--- src/rtl/scene_draw_engine.sv ---
// rtl/scene_draw_engine.sv - rectangle raster engine for a bird-and-walls scene
// Erases the previous frame's objects, then draws the current ones, one pixel per accepted cycle.
module scene_draw_engine #(
  parameter int NUM_WALLS = 2,
  parameter int COORD_W   = 8,
  parameter int COLOUR_W  = 3,
  parameter int SCREEN_W  = 160,
  parameter int SCREEN_H  = 120,
  parameter int BIRD_X    = 8,
  parameter int BIRD_SZ   = 4,
  parameter int WALL_W    = 10,
  parameter int HOLE_H    = 50,
  parameter logic [COLOUR_W-1:0] BIRD_COL = 3'b010,
  parameter logic [COLOUR_W-1:0] WALL_COL = 3'b100,
  parameter logic [COLOUR_W-1:0] BG_COL   = 3'b111
) (
  input  logic                           clk,
  input  logic                           resetn,
  input  logic                           frame_start,
  input  logic [COORD_W-1:0]             bird_y,
  input  logic [NUM_WALLS*COORD_W-1:0]   wall_x,
  input  logic [NUM_WALLS*COORD_W-1:0]   hole_y,
  input  logic                           plot_ready,
  input  logic                           collision_clr,
  output logic [COORD_W-1:0]             x_out,
  output logic [COORD_W-1:0]             y_out,
  output logic [COLOUR_W-1:0]            colour_out,
  output logic                           plot,
  output logic                           busy,
  output logic                           frame_done,
  output logic                           collision
);

  localparam int CW1 = COORD_W + 1;
  localparam int IW  = (NUM_WALLS > 1) ? $clog2(NUM_WALLS) : 1;
  localparam logic [CW1-1:0] L_SW  = CW1'(SCREEN_W);
  localparam logic [CW1-1:0] L_SH  = CW1'(SCREEN_H);
  localparam logic [CW1-1:0] L_BX  = CW1'(BIRD_X);
  localparam logic [CW1-1:0] L_BSZ = CW1'(BIRD_SZ);
  localparam logic [CW1-1:0] L_WW  = CW1'(WALL_W);
  localparam logic [CW1-1:0] L_HH  = CW1'(HOLE_H);

  typedef enum logic [2:0] {
    IDLE, ERASE_BIRD, ERASE_TOP, ERASE_BOT, DRAW_BIRD, DRAW_TOP, DRAW_BOT, DONE
  } state_t;

  state_t                         state, nxt_state;
  logic [IW-1:0]                  idx, nxt_idx;
  logic                           load;
  logic                           eval_pend;
  logic                           prev_valid;
  logic [COORD_W-1:0]             cur_by, prev_by;
  logic [NUM_WALLS*COORD_W-1:0]   cur_wx, cur_hy, prev_wx, prev_hy;
  logic [COORD_W-1:0]             rx0, rx_last, ry_last;

  logic                           erase, bird_rect, rect_empty, hit;
  logic [COORD_W-1:0]             s_by, s_wx, s_hy, x_last, y_last;
  logic [CW1-1:0]                 rx, ry, rw, rh, cw, ch, hx, hh, hb;
  logic [COLOUR_W-1:0]            rcol;

  assign erase     = (state == ERASE_BIRD) || (state == ERASE_TOP) || (state == ERASE_BOT);
  assign bird_rect = (state == ERASE_BIRD) || (state == DRAW_BIRD);

  // Rectangle for the current state, clipped to the screen.
  always_comb begin
    s_by = erase ? prev_by : cur_by;
    s_wx = erase ? prev_wx[idx*COORD_W +: COORD_W] : cur_wx[idx*COORD_W +: COORD_W];
    s_hy = erase ? prev_hy[idx*COORD_W +: COORD_W] : cur_hy[idx*COORD_W +: COORD_W];
    rx = '0;
    ry = '0;
    rw = '0;
    rh = '0;
    case (state)
      ERASE_BIRD, DRAW_BIRD: begin
        rx = L_BX;
        ry = {1'b0, s_by};
        rw = L_BSZ;
        rh = L_BSZ;
      end
      ERASE_TOP, DRAW_TOP: begin
        rx = {1'b0, s_wx};
        rw = L_WW;
        rh = {1'b0, s_hy};
      end
      ERASE_BOT, DRAW_BOT: begin
        rx = {1'b0, s_wx};
        ry = {1'b0, s_hy} + L_HH;
        rw = L_WW;
        rh = (ry < L_SH) ? L_SH - ry : '0;
      end
      default: ;
    endcase
    cw = '0;
    ch = '0;
    if (rx < L_SW && ry < L_SH) begin
      cw = (rw < L_SW - rx) ? rw : L_SW - rx;
      ch = (rh < L_SH - ry) ? rh : L_SH - ry;
    end
    rect_empty = (cw == '0) || (ch == '0);
    x_last     = COORD_W'(rx + cw - 1'b1);
    y_last     = COORD_W'(ry + ch - 1'b1);
    rcol       = erase ? BG_COL : (bird_rect ? BIRD_COL : WALL_COL);
  end

  always_comb begin
    nxt_state = IDLE;
    nxt_idx   = '0;
    case (state)
      ERASE_BIRD: nxt_state = ERASE_TOP;
      ERASE_TOP: begin
        nxt_state = ERASE_BOT;
        nxt_idx   = idx;
      end
      ERASE_BOT: begin
        nxt_state = (idx == IW'(NUM_WALLS - 1)) ? DRAW_BIRD : ERASE_TOP;
        nxt_idx   = (idx == IW'(NUM_WALLS - 1)) ? '0 : idx + 1'b1;
      end
      DRAW_BIRD: nxt_state = DRAW_TOP;
      DRAW_TOP: begin
        nxt_state = DRAW_BOT;
        nxt_idx   = idx;
      end
      DRAW_BOT: begin
        nxt_state = (idx == IW'(NUM_WALLS - 1)) ? DONE : DRAW_TOP;
        nxt_idx   = (idx == IW'(NUM_WALLS - 1)) ? '0 : idx + 1'b1;
      end
      default: ;
    endcase
  end

  // Collision uses the unclipped bird against every wall's solid span.
  always_comb begin
    hit = ({1'b0, cur_by} + L_BSZ) > L_SH;
    hx  = '0;
    hh  = '0;
    hb  = {1'b0, cur_by};
    for (int i = 0; i < NUM_WALLS; i++) begin
      hx = {1'b0, cur_wx[i*COORD_W +: COORD_W]};
      hh = {1'b0, cur_hy[i*COORD_W +: COORD_W]};
      if ((L_BX < hx + L_WW) && (hx < L_BX + L_BSZ) &&
          ((hb < hh) || (hb + L_BSZ > hh + L_HH)))
        hit = 1'b1;
    end
  end

  always_ff @(posedge clk or negedge resetn) begin
    if (!resetn) begin
      state      <= IDLE;
      idx        <= '0;
      load       <= 1'b0;
      eval_pend  <= 1'b0;
      prev_valid <= 1'b0;
      cur_by     <= '0;
      cur_wx     <= '0;
      cur_hy     <= '0;
      prev_by    <= '0;
      prev_wx    <= '0;
      prev_hy    <= '0;
      rx0        <= '0;
      rx_last    <= '0;
      ry_last    <= '0;
      x_out      <= '0;
      y_out      <= '0;
      colour_out <= '0;
      plot       <= 1'b0;
      busy       <= 1'b0;
      frame_done <= 1'b0;
      collision  <= 1'b0;
    end else begin
      frame_done <= 1'b0;
      eval_pend  <= 1'b0;
      if (eval_pend)
        collision <= hit | (collision & ~collision_clr);
      else if (collision_clr)
        collision <= 1'b0;
      case (state)
        IDLE: begin
          if (frame_start) begin
            cur_by    <= bird_y;
            cur_wx    <= wall_x;
            cur_hy    <= hole_y;
            busy      <= 1'b1;
            eval_pend <= 1'b1;
            load      <= 1'b1;
            idx       <= '0;
            state     <= prev_valid ? ERASE_BIRD : DRAW_BIRD;
          end
        end
        DONE: begin
          prev_by    <= cur_by;
          prev_wx    <= cur_wx;
          prev_hy    <= cur_hy;
          prev_valid <= 1'b1;
          busy       <= 1'b0;
          state      <= IDLE;
        end
        default: begin
          if (load) begin
            if (rect_empty) begin
              state <= nxt_state;
              idx   <= nxt_idx;
              if (nxt_state == DONE) frame_done <= 1'b1;
            end else begin
              x_out      <= rx[COORD_W-1:0];
              y_out      <= ry[COORD_W-1:0];
              colour_out <= rcol;
              rx0        <= rx[COORD_W-1:0];
              rx_last    <= x_last;
              ry_last    <= y_last;
              plot       <= 1'b1;
              load       <= 1'b0;
            end
          end else if (plot_ready) begin
            if (x_out == rx_last) begin
              if (y_out == ry_last) begin
                plot  <= 1'b0;
                load  <= 1'b1;
                state <= nxt_state;
                idx   <= nxt_idx;
                if (nxt_state == DONE) frame_done <= 1'b1;
              end else begin
                x_out <= rx0;
                y_out <= y_out + 1'b1;
              end
            end else begin
              x_out <= x_out + 1'b1;
            end
          end
        end
      endcase
    end
  end

endmodule
--- config.mk ---
export PLATFORM = sky130hd
export DESIGN_NAME = scene_draw_engine
export DESIGN_NICKNAME = d
export VERILOG_FILES = /design/src/rtl/scene_draw_engine.sv
export SDC_FILE = /design/constraint.sdc
export NUM_CORES = 1
export LEC_CHECK = 0
export ABC_CLOCK_PERIOD_IN_PS = 10200
export BUFFER_PORTS_ARGS = -buffer_cell sky130_fd_sc_hd__buf_2
export CORE_MARGIN = 2
export CORE_UTILIZATION = 60
export CTS_CLUSTER_DIAMETER = 100
export CTS_CLUSTER_SIZE = 12
export DETAILED_ROUTE_END_ITERATION = 8
export GPL_TIMING_DRIVEN = 0
export PLACE_DENSITY = 0.8
export SYNTH_ARGS = -nofsm -noshare
export SYNTH_HDL_FRONTEND = slang
export SYNTH_SLANG_ARGS = --single-unit
--- constraint.sdc ---
create_clock -name clk -period 10.2 [get_ports clk]
set_input_delay 0.51 -clock clk [delete_from_list [all_inputs] [get_ports clk]]
set_output_delay 0.51 -clock clk [all_outputs]
set_load 0.03 [all_outputs]
# Word level (Yosys, flattened, before mapping)
# Index checks and enable logic that the tools add are counted.
# Widths: inputs -> output; s select.
# op_classes
shifts,4
mux,70
n_addsub,16
order_cmp,14
reduce_logical,39
bitwise,6
eq_ne,16
# ops
operator,count
$mux 8,13
$shiftx 16x5->8,4
$mux 9,5
$mux 1,31
$mux 3,10
$add 8x6->9 const B,3
$pmux 9 s3,1
$add 8x4->9 const B,2
$gt 9x9->1,2
$logic_not 9->1,2
$lt 4x9->1 const A,2
$lt 9x7->1 const B,2
$lt 9x9->1,2
$pmux 3 s6,1
$pmux 9 s2,1
$sub 7x9->9 const A,2
$add 8x1->8 const B,2
$add 8x8->8,2
$eq 8x8->1,2
$lt 8x4->1 const B,2
$lt 8x8->1,2
$pmux 8 s2,1
$sub 8x1->8 const B,2
$eq 3x3->1 const B,5
other kinds (31),64
# word_totals
regBits,134
elab_cells,186
in_bits,45
out_inout_bits,23

# Logic depth before layout (Yosys ltp)
# Gate-level depths: netlist of the first run.
# depth
ltp_word,16
depth_mapped,37
mapped_depth_nobuf,33

# Worst setup path after synthesis of the first run
# OpenSTA, ideal clock, no wires.
# synth_path
path_type,register to register
startpoint,register idx
endpoint,register ry_last[7]
path_buffers,6
t_required_ps,10073
arrival_time_ps,7171
period_less_slack_ps,7299
setup_time_ps,127
slack_ps,2901
stages_incl_launch_ff,38
cell_sequence,dfrtp_1 buf_6 buf_8 buf_6 buf_4 buf_2 mux4_2 ha_1 nand2b_1 nand2_1 o21ai_0 nor3b_2 a211oi_4 nand2_2 o21ai_0 ha_1 a21o_1 a21o_1 (+2 left out) a221o_1 a31oi_4 clkbuf_1 nand2_1 o21ai_0 nand2_1 ha_1 inv_1 ha_1 fa_1 a21o_1 a21o_1 a21o_1 a21oi_1 xor2_1 xnor2_1 xnor2_1 o21ai_0
# synth_between
elab_chain_len,13
word_cells_on_any_way,31
cone_classes,6 x add/sub; 5 x order compare; 4 x shift; 10 x mux; 1 x bitwise; 5 x reduce/logical
# synth_rtl
element,line_no,text
"start, declared",48,"logic [IW-1:0] idx, nxt_idx;"
"start signal, assigned",201,idx <= nxt_idx;
"start signal, assigned",219,idx <= nxt_idx;
"parallel branches: the longest is 13 deep, another holds $add 8x6->9",n/a,
"end signal, assigned",209,ry_last <= y_last;
"end, declared",54,"logic [COORD_W-1:0] rx0, rx_last, ry_last;"
# Several ways; the timed one is not identified.
# A chain may end at the register's enable or synchronous reset.

# Worst setup path in the final report of the first run
# Ends and elaborated chain as after synthesis.

==> results of run 1 <==
==> metal layers <==
| layer | wire, um | share of wire [%] | vias to the layer above | GRT usage [%] |
|---|---|---|---|---|
| met2 | 12400 | 48 | 330 | 50.2 |
| met3 | 1450 | 5.6 | 67 | 4.90 |
| met1 | 11300 | 43 | 4165 | 40.9 |
| met4 | 873 | 3.4 | 0 | 12.6 |
| met5 | 0 | 0 | - | 0 |
| li1 | - | - | 3940 | - |
==> layout make-up <==
| cell class | instances | share of cell area, % |
|---|---|---|
| inverters | 66 | 2.22 |
| well taps | 220 | 2.46 |
| clock inverters | 13 | 1.25 |
| clock buffers | 19 | 4.05 |
| diodes | 1 | 0.0224 |
| repair buffers | 68 | 3.30 |
| flip-flops and latches | 134 | 30.0 |
| multi-input cells | 801 | 54.3 |
| plain buffers | 49 | 2.46 |
==> per-stage QoR <==
stage	util (%)	cell area, um^2	setup slack, ps	std cells
6_report	68.2	11200	1830	1371
5_1_grt	68.2	11200	1350	1371
4_1_cts	68.1	11200	1890	1370
3_5_place_dp	64.5	10600	1940	1338
3_3_place_gp	64.3	10600	2050	1337
2_1_floorplan	-	9940	2900	1050
==> logic make-up (layout without fill, tap and decap cells) <==
logic type,after synthesis,count (layout)
AOI/OAI and AO/OA,265,265
adders and majority gates,80,80
buffers and inverters,115,215
xor gates and xnor gates,65,65
other,1,4
DFF,134,134
muxes,105,105
and+or+nand+nor,283,283
==> Yosys cell counts (7+ instances only) <==
| library cell | count | area [um^2] |
|---|---|---|
| sky130_fd_sc_hd__a21o_1 | 26 | 195 |
| sky130_fd_sc_hd__a21oi_1 | 48 | 240 |
| sky130_fd_sc_hd__a22oi_1 | 7 | 52.6 |
| sky130_fd_sc_hd__and3_1 | 12 | 75.1 |
| sky130_fd_sc_hd__buf_6 | 8 | 90.1 |
| sky130_fd_sc_hd__clkbuf_1 | 30 | 113 |
| sky130_fd_sc_hd__dfrtp_1 | 134 | 3350 |
| sky130_fd_sc_hd__ha_1 | 78 | 976 |
| sky130_fd_sc_hd__inv_1 | 66 | 248 |
| sky130_fd_sc_hd__mux2_2 | 52 | 586 |
| sky130_fd_sc_hd__mux2_4 | 8 | 120 |
| sky130_fd_sc_hd__mux2i_1 | 34 | 340 |
| sky130_fd_sc_hd__nand2_1 | 110 | 413 |
| sky130_fd_sc_hd__nand2b_1 | 16 | 100 |
| sky130_fd_sc_hd__nand3_1 | 39 | 195 |
| sky130_fd_sc_hd__nand4_1 | 11 | 68.8 |
| sky130_fd_sc_hd__nor2_1 | 32 | 120 |
| sky130_fd_sc_hd__nor2b_1 | 14 | 87.6 |
| sky130_fd_sc_hd__nor3_1 | 11 | 55.1 |
| sky130_fd_sc_hd__o21ai_0 | 104 | 521 |
| sky130_fd_sc_hd__o22ai_1 | 7 | 43.8 |
| sky130_fd_sc_hd__xnor2_1 | 32 | 280 |
| sky130_fd_sc_hd__xor2_1 | 32 | 280 |
==> state kept, by name (all words and copies together) (netlist names) <==
signal	cells
cur_hy	16
cur_wx	16
prev_hy	16
prev_wx	16
cur_by	8
prev_by	8
rx0	8
rx_last	8
ry_last	8
x_out	8
y_out	8
colour_out	3
state	3
busy	1
collision	1
eval_pend	1
frame_done	1
idx	1
load	1
plot	1
prev_valid	1
==> worst max path at each step <==
| stage | start | to | slack (ps) |
|---|---|---|---|
| 3_3_place_gp | idx | ry_last[7] | 2050 |
| 2_1_floorplan | idx | ry_last[7] | 2900 |
| 6_report | idx | ry_last[7] | 1830 |
| 4_1_cts | idx | ry_last[7] | 1890 |
| 5_1_grt | idx | ry_last[7] | 1350 |
| 3_5_place_dp | idx | ry_last[7] | 1940 |
==> critical path: cells and delay by family, from the launching register on <==
kind	cells	cell delay [ps]
buf+inv	7	1420
xor+xnor	3	530
flops	1	350
mux	1	600
compound gates	15	3070
fa+ha+maj	5	1570
simple gates	6	660
==> tab_implementation.tex, run 1 <==
\begin{tabular}{lr}
\hline
Metric & Value \\
\hline
\multicolumn{2}{l}{\textbf{Worst setup path}} \\
\quad R2R Path End & ry\_last[7] \\
\quad Register-to-register path setup slack & 1830 ps \\
\quad Crit-path max cell delay & 600 ps \\
\quad Standard cell with the maximum stage delay on the critical path & sky130\_fd\_sc\_hd\_\_mux4\_2 \\
\quad Top cell by count, worst path & sky130\_fd\_sc\_hd\_\_a21o\_1 \\
\quad Critical path data required time & 10510 ps \\
\quad Worst R2R Path Depth & 37 \\
\quad Worst r2r src & idx \\
\quad Element type at the critical path end & register \\
\quad Sort of element at the start of the critical path & register \\
\quad Endpoint arrival time on the critical path & about 8700 ps \\
\quad Critical path class & reg2reg \\
\quad Largest driver fanout on the critical path & 10 \\
\multicolumn{2}{l}{\textbf{Logic synthesis}} \\
\quad Number of enable flip-flop cells after synthesis & 0 \\
\quad Post-synthesis compound-gate area fraction & 18.0\% \\
\quad Post-synthesis adder-cell area fraction & 10.2\% \\
\quad Mux contribution to synthesized area & 12.6\% \\
\quad FFs w/ async S/R, synth & 100\% \\
\quad Mean area per synthesized cell & 9.48 um\^{}2 \\
\quad Mapped cell area & between 9000 and 10000 um\^{}2 \\
\quad Number of synthesized register bits & 134 \\
\quad Unique masters post-synth & 91 \\
\quad Dominant combinational cell family by area after synthesis & compound AO/OA/AOI/OAI gates \\
\quad Post-synthesis simple-gate area fraction & 14.3\% \\
\quad Instance count of the mapped netlist & 1048 \\
\quad Parity-gate share of the synthesized area counting xor and xnor cells & 5.81\% \\
\quad YS warnings & 0 \\
\quad Top FF cell, synth & sky130\_fd\_sc\_hd\_\_dfrtp\_1 \\
\quad Share of synthesized area occupied by flip-flops and latches & roughly a third \\
\multicolumn{2}{l}{\textbf{Timing}} \\
\quad Highest Clock Rate & 119 MHz \\
\quad Largest clock skew in the final design & 16.4 ps \\
\quad Setup violation total in the final timing report & 0 \\
\quad Min Hold Slack & 37.5 ps \\
\quad Rel. slew slack & 41.4\% \\
\quad Final cycle utilization of the critical path & 82.1\% \\
\quad Transition time of the tightest slew-check pin & 867 ps \\
\quad Number of max-slew violations in the final report & 0 \\
\quad Shortest period the worst path allows & 8370 ps \\
\quad Final TNS setup & 0 ps \\
\quad RSZ-0062 raised after global routing & no \\
\quad Total count of hold-check failures in the final report & 0 \\
\multicolumn{2}{l}{\textbf{Finish}} \\
\quad Final layout net count & 1262 \\
\quad Area growth from synthesis to layout & 12.6\% \\
\quad Most common library cell in the layout ignoring fill and taps & sky130\_fd\_sc\_hd\_\_dfrtp\_1 \\
\quad Multi-input gate area in the final layout & 6070 um\^{}2 \\
\quad Share of cells above drive strength 1 & 18.8\% \\
\quad Footprint of the flip-flops and latches & 3350 um\^{}2 \\
\quad Commonest cells after routing, fill and taps aside & 134 x sky130\_fd\_sc\_hd\_\_dfrtp\_1, 110 x sky130\_fd\_sc\_hd\_\_nand2\_1, 104 x sky130\_fd\_sc\_hd\_\_o21ai\_0 \\
\quad Number of fill cells & roughly 1300 \\
\multicolumn{2}{l}{\textbf{Clock network}} \\
\quad Clock H-tree levels & 4 \\
\quad Total of hold buffers inserted after clock tree synthesis & 0 \\
\quad Post CTS Setup Buffer Count & 0 \\
\quad Clock tree from TritonCTS & done \\
\quad Number of CTS-inserted buffers & 17 \\
\quad Max clock buf depth & 2 \\
\quad Clk Latency, worst-skew pair & $\sim$430 ps \\
\quad Cell at the root of the clock tree & sky130\_fd\_sc\_hd\_\_clkbuf\_16 \\
\quad Number of cells upsized or downsized after cts & 0 \\
\quad CTS sink cnt & 134 \\
\quad Clock Pin Slew Worst Setup and Hold Paths & approximately 60 ps \\
\multicolumn{2}{l}{\textbf{Routing}} \\
\quad Routed len/inst & 19.0 um \\
\quad Drt first-iter violations & 737 \\
\quad Via density & 6.20 \\
\quad Post-detailed-route count of antenna-violating nets & 0 \\
\quad Pre-antenna DRT Iters & 8 \\
\quad Number of vias in the routed layout & 8502 \\
\quad Detailed-route DRC error count & 0 \\
\quad Routed WL & $\sim$26 mm \\
\multicolumn{2}{l}{\textbf{Global route}} \\
\quad Wire length of the first global-routing pass & about 43 mm \\
\quad Initial antenna violation count & 1 \\
\quad Remaining global-route overflow & 0 \\
\quad Via count of the first global-routing pass & between 8000 and 9000 \\
\quad Total global routing track utilization & 30.7\% \\
\quad Largest net degree at the start of global routing & 77 \\
\multicolumn{2}{l}{\textbf{Floorplan}} \\
\quad Die height & 133 um \\
\quad Io pins & just under 70 \\
\quad Standard-cell rows & 47 \\
\quad Starting density of the core & about three fifths \\
\quad Core Footprint & 16400 um\^{}2 \\
\quad Chip Width & 133 um \\
\quad Die Footprint & around 18000 um\^{}2 \\
\multicolumn{2}{l}{\textbf{Place}} \\
\quad Port Buf Inserts & 67 \\
\quad Detailed-placement wirelength estimate & 19.0 mm \\
\quad Last weighted congestion value of the routability-driven placer & about 0.94 \\
\multicolumn{2}{l}{\textbf{Status}} \\
\quad Outcome & complete, no violations \\
\multicolumn{2}{l}{\textbf{Min path}} \\
\quad Worst min path class & in2async \\
\multicolumn{2}{l}{\textbf{Job}} \\
\quad Number of maximum-capacitance constraint violations & 0 \\
\hline
\end{tabular}
Power of run 1 is left out: the tool's default activity adds up to more than one toggle a clock period on the data nets, which glitch-free logic cannot reach.
==> run 2, diff against run 1 <==
==> config.mk (replaced) <==
export PLATFORM = sky130hd
export DESIGN_NAME = scene_draw_engine
export DESIGN_NICKNAME = d
export VERILOG_FILES = /design/src/rtl/scene_draw_engine.sv
export SDC_FILE = /design/constraint.sdc
export NUM_CORES = 1
export LEC_CHECK = 0
export ABC_AREA = 1
export ABC_CLOCK_PERIOD_IN_PS = 7130
export BUFFER_PORTS_ARGS = -buffer_cell sky130_fd_sc_hd__buf_2
export CORE_MARGIN = 2
export CORE_UTILIZATION = 56
export CTS_CLUSTER_DIAMETER = 100
export CTS_CLUSTER_SIZE = 12
export DETAILED_ROUTE_END_ITERATION = 8
export GPL_TIMING_DRIVEN = 0
export PLACE_DENSITY = 0.79
export SYNTH_ARGS = -nofsm -noshare
export SYNTH_HDL_FRONTEND = slang
export SYNTH_SLANG_ARGS = --single-unit
==> constraint.sdc (replaced) <==
create_clock -name clk -period 7.13 [get_ports clk]
set_input_delay 0.3565 -clock clk [delete_from_list [all_inputs] [get_ports clk]]
set_output_delay 0.3565 -clock clk [all_outputs]
set_load 0.03 [all_outputs]
==> tab_implementation.tex, run 2 <==
\begin{tabular}{lr}
\hline
Metric & Value \\
\hline
\multicolumn{2}{l}{\textbf{Timing}} \\
\quad Shortest period the worst path allows & 6390 ps (-1980 ps) \\
\quad Final TNS setup & 0 ps (unchanged) \\
\quad RSZ-0062 raised after global routing & no \\
\quad Largest clock skew in the final design & 14.0 ps (-2.37 ps) \\
\quad Transition time of the tightest slew-check pin & 717 ps (-150 ps) \\
\quad Final cycle utilization of the critical path & 89.6\% (+7.5 points) \\
\quad Total count of hold-check failures in the final report & 0 (unchanged) \\
\quad Setup violation total in the final timing report & 0 (unchanged) \\
\quad Min Hold Slack & 104 ps (+66.3 ps) \\
\quad Rel. slew slack & 52.2\% (+11 points) \\
\quad Number of max-slew violations in the final report & 0 (unchanged) \\
\quad Highest Clock Rate & 157 MHz (+31\%) \\
\multicolumn{2}{l}{\textbf{Logic synthesis}} \\
\quad Parity-gate share of the synthesized area counting xor and xnor cells & 4.34\% (-1.5 points) \\
\quad Post-synthesis adder-cell area fraction & 10.3\% (+0.079 points) \\
\quad Mean area per synthesized cell & 7.52 um\^{}2 (-21\%) \\
\quad Post-synthesis compound-gate area fraction & 15.2\% (-2.8 points) \\
\quad Top-area cell type share of the netlist area & 34.0\% (+0.26 points) \\
\quad Leading cell types by total area after synthesis & sky130\_fd\_sc\_hd\_\_dfrtp\_1 34\%, sky130\_fd\_sc\_hd\_\_nand2\_1 13\%, sky130\_fd\_sc\_hd\_\_ha\_1 9.9\% \\
\quad Number of enable flip-flop cells after synthesis & 0 (unchanged) \\
\quad FFs w/ async S/R, synth & 100\% (unchanged) \\
\quad Most frequent cells after synthesis & 339 x sky130\_fd\_sc\_hd\_\_nand2\_1, 149 x sky130\_fd\_sc\_hd\_\_inv\_1, 148 x sky130\_fd\_sc\_hd\_\_o21ai\_0, 134 x sky130\_fd\_sc\_hd\_\_dfrtp\_1, 78 x sky130\_fd\_sc\_hd\_\_ha\_1 \\
\quad Unique masters post-synth & 64 (-30\%) \\
\quad Mapped cell area & 9860 um\^{}2 (-0.77\%) \\
\quad YS warnings & 0 (unchanged) \\
\quad Post-synthesis simple-gate area fraction & 26.6\% (+12 points) \\
\quad Cell type with the highest aggregate area in the netlist & sky130\_fd\_sc\_hd\_\_dfrtp\_1 \\
\quad Mux contribution to synthesized area & 0\% (-13 points) \\
\quad Instance count of the mapped netlist & 1311 (+25\%) \\
\quad Most numerous cell in the Yosys netlist & sky130\_fd\_sc\_hd\_\_nand2\_1 \\
\quad Dominant combinational cell family by area after synthesis & simple AND/OR/NAND/NOR gates \\
\quad Share of synthesized area occupied by flip-flops and latches & 34.0\% (+0.26 points) \\
\quad Number of synthesized register bits & 134 (unchanged) \\
\quad Top FF cell, synth & sky130\_fd\_sc\_hd\_\_dfrtp\_1 \\
\multicolumn{2}{l}{\textbf{Worst setup path}} \\
\quad Critical path data required time & 7460 ps (-3050 ps) \\
\quad Worst r2r src & state[1] \\
\quad R2R Path End & ry\_last[7] \\
\quad Crit-path max cell delay & 450 ps (-150 ps) \\
\quad Largest driver fanout on the critical path & 10 (unchanged) \\
\quad Standard cell with the maximum stage delay on the critical path & sky130\_fd\_sc\_hd\_\_o21ai\_0 \\
\quad Element type at the critical path end & register \\
\quad Worst R2R Path Depth & 32 (-14\%) \\
\quad Sort of element at the start of the critical path & register \\
\quad Register-to-register path setup slack & 740 ps (-1090 ps) \\
\quad Critical path class & reg2reg \\
\quad Endpoint arrival time on the critical path & 6720 ps (-1960 ps) \\
\multicolumn{2}{l}{\textbf{Min path}} \\
\quad Worst hold start & collision\_clr \\
\quad Hold Path Stages & 2 \\
\quad Worst Hold Endpoint & collision \\
\quad Worst min path class & in2reg \\
\multicolumn{2}{l}{\textbf{Global route}} \\
\quad Via count of the first global-routing pass & 8701 (+2.8\%) \\
\quad Remaining global-route overflow & 0 (unchanged) \\
\quad Initial antenna violation count & 0 (-1) \\
\quad Total global routing track utilization & 28.5\% (-2.2 points) \\
\quad Wire length of the first global-routing pass & 41.9 mm (-3.3\%) \\
\quad Largest net degree at the start of global routing & 80 (+3.9\%) \\
\multicolumn{2}{l}{\textbf{Finish}} \\
\quad Antenna cell count & 0 (-1) \\
\quad Most common library cell in the layout ignoring fill and taps & sky130\_fd\_sc\_hd\_\_nand2\_1 \\
\quad Count of placed standard cells in the final layout, fillers left out & 1639 (+20\%) \\
\quad Commonest cells after routing, fill and taps aside & 339 x sky130\_fd\_sc\_hd\_\_nand2\_1, 149 x sky130\_fd\_sc\_hd\_\_inv\_1, 148 x sky130\_fd\_sc\_hd\_\_o21ai\_0 \\
\quad Number of fill cells & 1529 (+21\%) \\
\quad Final layout net count & 1526 (+21\%) \\
\quad Area growth from synthesis to layout & 13.0\% \\
\quad Share of cells above drive strength 1 & 15.2\% (-3.6 points) \\
\quad Share of the core filled with cells in the final layout & 64.6\% (-3.5 points) \\
\multicolumn{2}{l}{\textbf{Floorplan}} \\
\quad Standard-cell rows & 48 (+2.1\%) \\
\quad Core Footprint & 17200 um\^{}2 (+5.1\%) \\
\quad Io pins & 68 (unchanged) \\
\quad Starting density of the core & 57.2\% (-3.4 points) \\
\quad Die Footprint & 18700 um\^{}2 (+6.1\%) \\
\quad Chip Width & 137 um (+3.0\%) \\
\quad Die height & 137 um (+3.0\%) \\
\multicolumn{2}{l}{\textbf{Place}} \\
\quad Last weighted congestion value of the routability-driven placer & 0.930 (-0.86\%) \\
\quad Detailed-placement wirelength estimate & 19.5 mm (+2.2\%) \\
\quad Number of instances in the placed design & 1606 (+20\%) \\
\quad Port Buf Inserts & 67 (unchanged) \\
\multicolumn{2}{l}{\textbf{Routing}} \\
\quad Post-detailed-route count of antenna-violating nets & 0 (unchanged) \\
\quad Detailed-route DRC error count & 0 (unchanged) \\
\quad Number of vias in the routed layout & 9049 (+6.4\%) \\
\quad Routed len/inst & 15.3 um (-19\%) \\
\quad Routed WL & 25.2 mm (-3.3\%) \\
\quad Via density & 5.52 (-11\%) \\
\quad Drt first-iter violations & 555 (-25\%) \\
\quad Pre-antenna DRT Iters & 5 (-3) \\
\multicolumn{2}{l}{\textbf{Clock network}} \\
\quad Total of hold buffers inserted after clock tree synthesis & 1 (+1) \\
\quad Max clock buf depth & 2 (unchanged) \\
\quad Post CTS Setup Buffer Count & 0 (unchanged) \\
\quad Clock tree from TritonCTS & done \\
\quad Number of CTS-inserted buffers & 17 (unchanged) \\
\quad Clock H-tree levels & 4 (unchanged) \\
\quad CTS sink cnt & 134 (unchanged) \\
\quad Cell at the root of the clock tree & sky130\_fd\_sc\_hd\_\_clkbuf\_16 \\
\quad Clk Latency, worst-skew pair & 440 ps (about the same) \\
\quad Clock Pin Slew Worst Setup and Hold Paths & 70 ps (about the same) \\
\quad Number of cells upsized or downsized after cts & 0 (unchanged) \\
\multicolumn{2}{l}{\textbf{Job}} \\
\quad Number of maximum-capacitance constraint violations & 0 (unchanged) \\
\multicolumn{2}{l}{\textbf{Status}} \\
\quad Outcome & complete, no violations \\
\hline
\end{tabular}
[run 2: stage by stage]
step | worst slack, ps | cell area [um^2]
after global routing | 127 | 11100
after detailed placement | 803 | 10500
final | 743 | 11100
after floorplan | 1690 | 9870
after CTS | 764 | 11100
after global placement | 949 | 10500
[run 2: kinds of logic (layout without fill, tap and decap cells)]
kind of cell               count (synthesis)  in the layout
AOI/OAI and AO/OA                        265            265
xor gates and xnor gates                  48             48
adders and majority gates                 80             80
buffers and inverters                    215            316
DFF                                      134            134
other                                      1              3
and+or+nand+nor                          568            568
[run 2: routing by layer]
metal  vias to the layer above  wire (um)  GRT usage, %
met5                         -          0             0
met4                         0        847          12.6
met3                        65       1350          4.33
met2                       294      12000          47.6
met1                      4192      11000          36.5
li1                       4498          -             -
[run 2: worst max-delay path by stage]
stage                     cells past startpoint     start          to  slack, ps
after floorplan                              34  state[0]  ry_last[7]       1690
after global placement                       34  state[0]  ry_last[7]        950
after detailed placement                     32  state[1]  ry_last[7]        800
after CTS                                    32  state[1]  ry_last[7]        760
after global routing                         33  state[0]  ry_last[7]        130
final                                        32  state[1]  ry_last[7]        740
[run 2: layout make-up]
type / instances / area, um^2 / area share, %
well taps: 225 / 282 / 2.53
inverters: 169 / 642 / 5.76
flip-flops and latches: 134 / 3350 / 30.1
multi-input cells: 964 / 5580 / 50.1
clock buffers: 17 / 425 / 3.82
repair buffers: 69 / 379 / 3.40
clock inverters: 15 / 190 / 1.71
plain buffers: 46 / 288 / 2.58
[run 2: worst max-delay path, delay by kind of cell, from the launching register on]
| family | cells | cell delay (ps) |
|---|---|---|
| flops | 1 | 380 |
| simple gates | 8 | 920 |
| xor+xnor | 4 | 720 |
| buf+inv | 5 | 620 |
| compound gates | 10 | 2120 |
| fa+ha+maj | 5 | 1540 |
Power of run 2 is left out for the same reason.
